[src/rtl/instr_prefetch.sv]
// Sequential instruction prefetcher: one outstanding req/ack fetch, DEPTH-entry queue, redirect flush.
// Define INSTR_PREFETCH_BYPASS_EN for a zero-latency ack-to-issue path when the queue is empty.
module instr_prefetch #(
  parameter int DATA_W   = 17,
  parameter int ADDR_W   = 17,
  parameter int DEPTH    = 4,
  parameter int PC_STEP  = 4,
  parameter int RESET_PC = 0
) (
  input  logic                       clk,
  input  logic                       reset,
  input  logic                       redirect,
  input  logic [ADDR_W-1:0]          redirect_pc,
  output logic                       imem_req,
  output logic [ADDR_W-1:0]          imem_addr,
  input  logic                       imem_ack,
  input  logic [DATA_W-1:0]          imem_rdata,
  output logic                       instr_valid,
  output logic [DATA_W-1:0]          instr,
  output logic [ADDR_W-1:0]          instr_pc,
  input  logic                       instr_ready,
  output logic [$clog2(DEPTH+1)-1:0] count
);
  localparam int CNT_W = $clog2(DEPTH + 1);
  localparam int PTR_W = $clog2(DEPTH);
  localparam logic [CNT_W-1:0]  FULL  = CNT_W'(DEPTH);
  localparam logic [ADDR_W-1:0] STEP  = ADDR_W'(PC_STEP);
  localparam logic [ADDR_W-1:0] START = ADDR_W'(RESET_PC);

  typedef enum logic {FETCH, DISCARD} state_t;
  state_t state_reg, state_next;

  logic [DATA_W-1:0] data_mem [DEPTH];
  logic [ADDR_W-1:0] pc_mem   [DEPTH];

  logic [PTR_W-1:0]  wr_ptr_reg, wr_ptr_next, rd_ptr_reg, rd_ptr_next;
  logic [CNT_W-1:0]  count_reg, count_next;
  logic [ADDR_W-1:0] fetch_pc_reg, fetch_pc_next, addr_reg, addr_next;
  logic              req_reg, req_next;
  logic              fire, hold, push, pop, bypass;

  assign fire = req_reg & imem_ack;
  assign hold = req_reg & ~imem_ack;

`ifdef INSTR_PREFETCH_BYPASS_EN
  assign bypass = fire & (count_reg == '0) & (state_reg == FETCH) & ~redirect;
`else
  assign bypass = 1'b0;
`endif

  // A bypassed word that the datapath accepts never enters the queue.
  assign push = fire & (state_reg == FETCH) & ~redirect & ~(bypass & instr_ready);
  assign pop  = (count_reg != '0) & instr_ready;

  assign imem_req  = req_reg;
  assign imem_addr = addr_reg;
  assign count     = count_reg;

  always_comb begin
    instr_valid = 1'b0;
    instr       = '0;
    instr_pc    = '0;
    if (count_reg != '0) begin
      instr_valid = 1'b1;
      instr       = data_mem[rd_ptr_reg];
      instr_pc    = pc_mem[rd_ptr_reg];
    end else if (bypass) begin
      instr_valid = 1'b1;
      instr       = imem_rdata;
      instr_pc    = addr_reg;
    end
  end

  always_comb begin
    state_next    = state_reg;
    wr_ptr_next   = wr_ptr_reg;
    rd_ptr_next   = rd_ptr_reg;
    count_next    = count_reg;
    fetch_pc_next = fetch_pc_reg;
    addr_next     = addr_reg;
    req_next      = req_reg;

    if (redirect) begin
      wr_ptr_next   = '0;
      rd_ptr_next   = '0;
      count_next    = '0;
      fetch_pc_next = redirect_pc;
    end else begin
      if (push) wr_ptr_next = wr_ptr_reg + PTR_W'(1);
      if (pop)  rd_ptr_next = rd_ptr_reg + PTR_W'(1);
      count_next = count_reg + CNT_W'(push) - CNT_W'(pop);
    end

    case (state_reg)
      FETCH: begin
        if (fire && !redirect) fetch_pc_next = fetch_pc_reg + STEP;
        if (hold && redirect)  state_next = DISCARD;
      end
      DISCARD: begin
        if (imem_ack) state_next = FETCH;
      end
      default: state_next = FETCH;
    endcase

    // Space is reserved when the request is raised, so a full queue never overflows.
    if (!hold) begin
      req_next  = (count_next < FULL);
      addr_next = fetch_pc_next;
    end
  end

  always_ff @(posedge clk) begin
    if (reset) begin
      state_reg    <= FETCH;
      wr_ptr_reg   <= '0;
      rd_ptr_reg   <= '0;
      count_reg    <= '0;
      fetch_pc_reg <= START;
      addr_reg     <= START;
      req_reg      <= 1'b0;
    end else begin
      state_reg    <= state_next;
      wr_ptr_reg   <= wr_ptr_next;
      rd_ptr_reg   <= rd_ptr_next;
      count_reg    <= count_next;
      fetch_pc_reg <= fetch_pc_next;
      addr_reg     <= addr_next;
      req_reg      <= req_next;
    end
  end

  always_ff @(posedge clk) begin
    if (push) begin
      data_mem[wr_ptr_reg] <= imem_rdata;
      pc_mem[wr_ptr_reg]   <= addr_reg;
    end
  end

endmodule

[config.mk]
export PLATFORM = sky130hd
export DESIGN_NAME = instr_prefetch
export DESIGN_NICKNAME = d
export VERILOG_FILES = /design/src/rtl/instr_prefetch.sv
export SDC_FILE = /design/constraint.sdc
export NUM_CORES = 1
export LEC_CHECK = 0
export CORE_MARGIN = 2
export CORE_UTILIZATION = 45
export DETAILED_ROUTE_END_ITERATION = 10
export PLACE_DENSITY = 0.69
export SYNTH_ARGS = -nofsm -noshare
export SYNTH_HDL_FRONTEND = slang
export SYNTH_SLANG_ARGS = --single-unit
export TNS_END_PERCENT = 1
[constraint.sdc]
create_clock -name clk -period 4.3 [get_ports clk]
set_clock_uncertainty 0.15 [all_clocks]
set_input_delay 0.86 -clock clk [delete_from_list [all_inputs] [get_ports clk]]
set_output_delay 0.86 -clock clk [all_outputs]
set_load 0.02 [all_outputs]
* Word-level counts from Yosys, hierarchy flattened
Memory sizes are Yosys's and may differ from the RTL's. A register that Yosys moved wholly into a read port is not among the register bits. Index checks and enable logic that the tools add are counted.
Operators by class: magnitude comparators 1, reductions and logical operators 5, multiplexer cells 16, bitwise logic cells 8, $add $sub $neg 5
Operators by type and width (number):
- 2-to-1 mux 17 bit | 5
- adder 17 x 3 -> 17 bit, second input constant | 1
- 2-to-1 mux 2 bit | 4
- bitwise AND 1 bit | 5
- 2-to-1 mux 1 bit | 5
- adder 2 x 1 -> 2 bit, second input constant | 2
- adder 3 x 1 -> 3 bit | 1
- less-than comparator 3 bit, second input constant | 1
- 2-to-1 mux 3 bit | 1
- inverter 1 bit | 3
- nonzero test 3 bit | 1
- subtractor 3 x 1 -> 3 bit | 1
- logical AND 1 bit | 2
- case mux 1 bit (2 select lines) | 1
- OR reduction 2 bit | 1
- logical NOT 1 bit | 1
Word-level totals: bits of input ports 39, memory bits (writable) 136, logic and storage cells 44, register bits 43, output and inout bits 56, memories kept 2
Memory list:
- data_mem | depth 4, width 17, rd ports 1, clocked after memory_dff 1, write ports 1, RTL line 33 | logic [DATA_W-1:0] data_mem [DEPTH];
- pc_mem | depth 4, width 17, rd ports 1, clocked after memory_dff 1, write ports 1, RTL line 34 | logic [ADDR_W-1:0] pc_mem [DEPTH];

* Depth between registers and ports, before layout
word-level depth 7, gate-level depth with buffers 10, depth with buffers taken out 8

* Worst setup path before layout
No wires, ideal clock.
path type input -> register, start input redirect, end memory data_mem[0][0] (enable), arrival 2.351 ns, path slack 1.404 ns, path buffers 2, data required time 3.756 ns, stages on the path 4, library setup time 0.394 ns, cell sequence clkbuf_1 and4bb_2 buf_2 and2_1
On the way: word-level cells in the longest chain between the ends 4
Ends and longest elaborated chain:
- start, declared | RTL line 12 | input logic redirect,
- inverter 1 bit | RTL line 52 | assign push = fire & (state_reg == FETCH) & ~redirect & ~(bypass & instr_ready);
- bitwise AND 1 bit | RTL line 52
- 2-to-1 mux 1 bit | RTL line 133 | if (push) begin
- 2-to-1 mux 1 bit (implied by the code) | RTL line 134 | data_mem[wr_ptr_reg] <= imem_rdata;
- end, declared | RTL line 33
No other way between the ends.

==> flow_metrics.tcl <==
set metrics [dict create \
    status "completed" \
    finalPower_mw 3.74 \
    clock_power_share_pct 38.6 \
    antenna_found_initial 0 \
    final.setup.tns_ns 0 \
    clk_path_buf_depth 2 \
    ctsHoldBuffers 0 \
    top_regs "data_mem x68, pc_mem x68" \
    tritoncts "done" \
    nets 623 \
    min_from "fetch_pc_reg[1]" \
    hold_class "reg2reg" \
    crit_path_end_kind "primary output" \
    grt_max_degree 45 \
    wirelength_mm 14.6 \
    cts_root_buf "clkbuf_16" \
    synth_xor_xnor_area_share_pct 1.53 \
    synth-main-ff-cell "edfxtp_1" \
    synth_mux_area_share_pct 11.6 \
    gp_congestion 0.783 \
    grt_pass1_wl_mm 23.2 \
    dpl.cell_count 777 \
    antenna_left 0 \
    cellInternalPower_mw 2.89 \
    hold_depth 2 \
    design.die.area_mm2 0.0176 \
    io_pins 95 \
    cts_max_level 4 \
    irDropWorstVdd_uv 287 \
    wl_per_cell_um 18.1 \
    dieWidth_um 133 \
    synth_area_leaders "edfxtp_1 55%, dfxtp_1 12%, mux4_2 10%" \
    slew_headroom_pct 24.5 \
    dp_hpwl_mm 9.75 \
    track_usage_pct 17.3 \
    p_seq_share_pct 52.9 \
    hold_violations 0 \
    fin_crit_ns 3.70 \
    synth_top_area_share_pct 54.7 \
    critPathRequiredTime_ns 3.29 \
    swShare_pct 22.8 \
    cp-endpoint "instr_pc[3]" \
    synth_top_family_by_area "simple AND/OR/NAND/NOR gates" \
    dieHeight_um 133 \
    grt_pass1_vias 4267 \
    ys_warn_count 0 \
    power_density_mw_per_mm2 406 \
    p_sw_mw 0.853 \
    drv_cap 0 \
    rsz0062_at_grt "false" \
    vias_per_cell 5.33 \
    clock_latency_ns 0.42 \
    place.port_buffers 94 \
    synth_simple_gate_area_share_pct 12.5 \
    busiest_layer "met2" \
    r2r_end "imem_req" \
    area_delta_synth_final_pct 23.4 \
    drt-initial-drc-count 245 \
    fin_util_pct 56.1 \
    num_rows 47 \
    synth_nets 526 \
    drive_above_1_share_pct 16.5 \
    synthAdderAreaFrac_pct 1.44 \
    final_cells 809 \
    crit_chain "buf_4 -> mux4_2 -> and2_1 -> clkdlybuf4s50_1" \
    start_kind "register" \
    fmax_mhz 270 \
    start_util_pct 45.5 \
    clkTransAtPathRegs_ns 0.06 \
    crit_path_max_fanout 17 \
    syn_area_mm2 0.00746 \
    numCtsBuffers 17 \
    max_stage_delay_ns 0.70 \
    leakage_nw 3.02 \
    ctsResizeCount 0 \
    post-route-period-util_pct 86.1 \
    finalSetupViolations 0 \
    overflow 0 \
    n_antenna_cell 0 \
    crit_path_top_delay_cell "dfxtp_2" \
    syn-instance-count 479 \
    synth_cell_types 51 \
    vias 4309 \
    synth.avg_cell_area_um2 15.6 \
    tightest_slew_ns 1.13 \
    crit_type "reg2out" \
    clkSinkCount 181 \
    maxSlewViolCount 0 \
    postCtsSetupRepairBufs 0 \
    ys_seq_area_share_pct 66.8 \
    dr.pass1.iters 4 \
    rrSetupSlack_ns 1.20 \
    synth_edf_count 136 \
    reg2reg_from "count[1]" \
    synth_compound_area_share_pct 3.76 \
    combinationalPowerShare_pct 8.6 \
    core_area_mm2 0.0164 \
    route.detailed.drc 0 \
    async_flop_share_pct 0 \
    grtUsageMet1_pct 22.5 \
    met2_usage_pct 28.7 \
    synth_seq_cells 181 \
    arrival_ns 2.69 \
    grt_use_met3_pct 3.79 \
    yosys.area.top_type "edfxtp_1" \
    r2r_cells 8 \
]
cell families after synthesis:
family / count (synthesis)
flops: 181
simple gates: 148
mux: 44
buf+inv: 43
compound gates: 42
xor+xnor: 13
fa+ha+maj: 8
critical path, delay by kind of cell, from the launching register on:
family,cells,cell delay (ns)
buffers and inverters,2,0.86
AND/OR/NAND/NOR,1,0.18
multiplexers,1,0.52
flip-flops,1,0.70
synthesized netlist by cell type, types with 2 or more instances:
master / n
a21oi_1: 12
nor4_2: 7
o41ai_1: 2
nand3_1: 7
or4_1: 2
nand3b_1: 10
buf_2: 9
nand4_1: 2
a31o_2: 2
o21ai_0: 2
edfxtp_1: 136
nand2_1: 14
o21ai_1: 2
a211oi_1: 3
and4b_1: 2
o31ai_1: 5
nor4_1: 2
nor2b_1: 10
nor3_1: 18
and2_1: 41
mux2i_1: 9
xnor2_1: 7
ha_1: 7
inv_1: 13
buf_1: 2
nor2_1: 15
clkbuf_1: 18
nand2b_1: 6
a31oi_1: 2
dfxtp_1: 45
mux4_2: 34
xor2_1: 6
nor3b_1: 3
o21a_1: 6
nand4b_1: 2
cells in the final DEF (no fill, tap or decap), types with 3 or more instances in the layout:
master and instances:
and2_1 37, nand3b_1 10, clkbuf_1 3, xor2_1 6
a211oi_1 3, nand2b_1 6, ha_1 7, nand3_1 7
dfxtp_1 43, clkdlybuf4s50_1 94, xnor2_1 7, clkbuf_16 17
nand2_1 14, a21oi_1 12, nor3b_1 3, o21a_1 6
inv_1 13, clkinvlp_4 3, mux4_2 34, mux2i_1 9
and2_2 4, o31ai_1 5, clkinv_2 4, buf_4 14
nor3_1 18, nor2b_1 10, edfxtp_1 136, nor4_2 7
nor2_1 15
metal layers:
layer / part of all wire (%) / wire (um)
met1: 45 / 6640
met2: 50 / 7280
met3: 3.5 / 515
met4: 1.3 / 191
met5: 0 / 0
worst min-delay path by stage:
stage | endpoint | slack [ns]
after floorplan | fetch_pc_reg[0] | 0.31
after global placement | wr_ptr_reg[1] | 0.33
after detailed placement | fetch_pc_reg[1] | 0.33
after CTS | fetch_pc_reg[1] | 0.35
after global routing | fetch_pc_reg[1] | 0.37
final | fetch_pc_reg[1] | 0.35
area by class of cell:
type                       count  area (um^2)
clock buffer                  20          437
clock inverter                12          108
fill                        1310         7200
inverter                      13         48.8
multi-input combinational    255         2300
sequential                   181         4990
tap                          220          275
timing repair buffer         108         1050
through the flow:
stage	setup slack [ns]	area [um^2]	hold WS (ns)
2_1_floorplan	1.40	7460	0.306
3_3_place_gp	0.892	8660	0.333
3_5_place_dp	0.790	8660	0.335
4_1_cts	0.484	9210	0.352
5_1_grt	0.423	9210	0.368
6_report	0.598	9210	0.354
power groups by stage:
stage                     Clock [mW]  Sequential (mW)  Combinational [mW]
final                           1.44             1.98               0.320
after global routing            1.55             1.98               0.346
after CTS                       1.47             1.98               0.325
after detailed placement           0             2.02               0.324
after global placement             0             2.01               0.318
after floorplan                    0             2.02               0.164
Power figures use the tool's default switching activity.
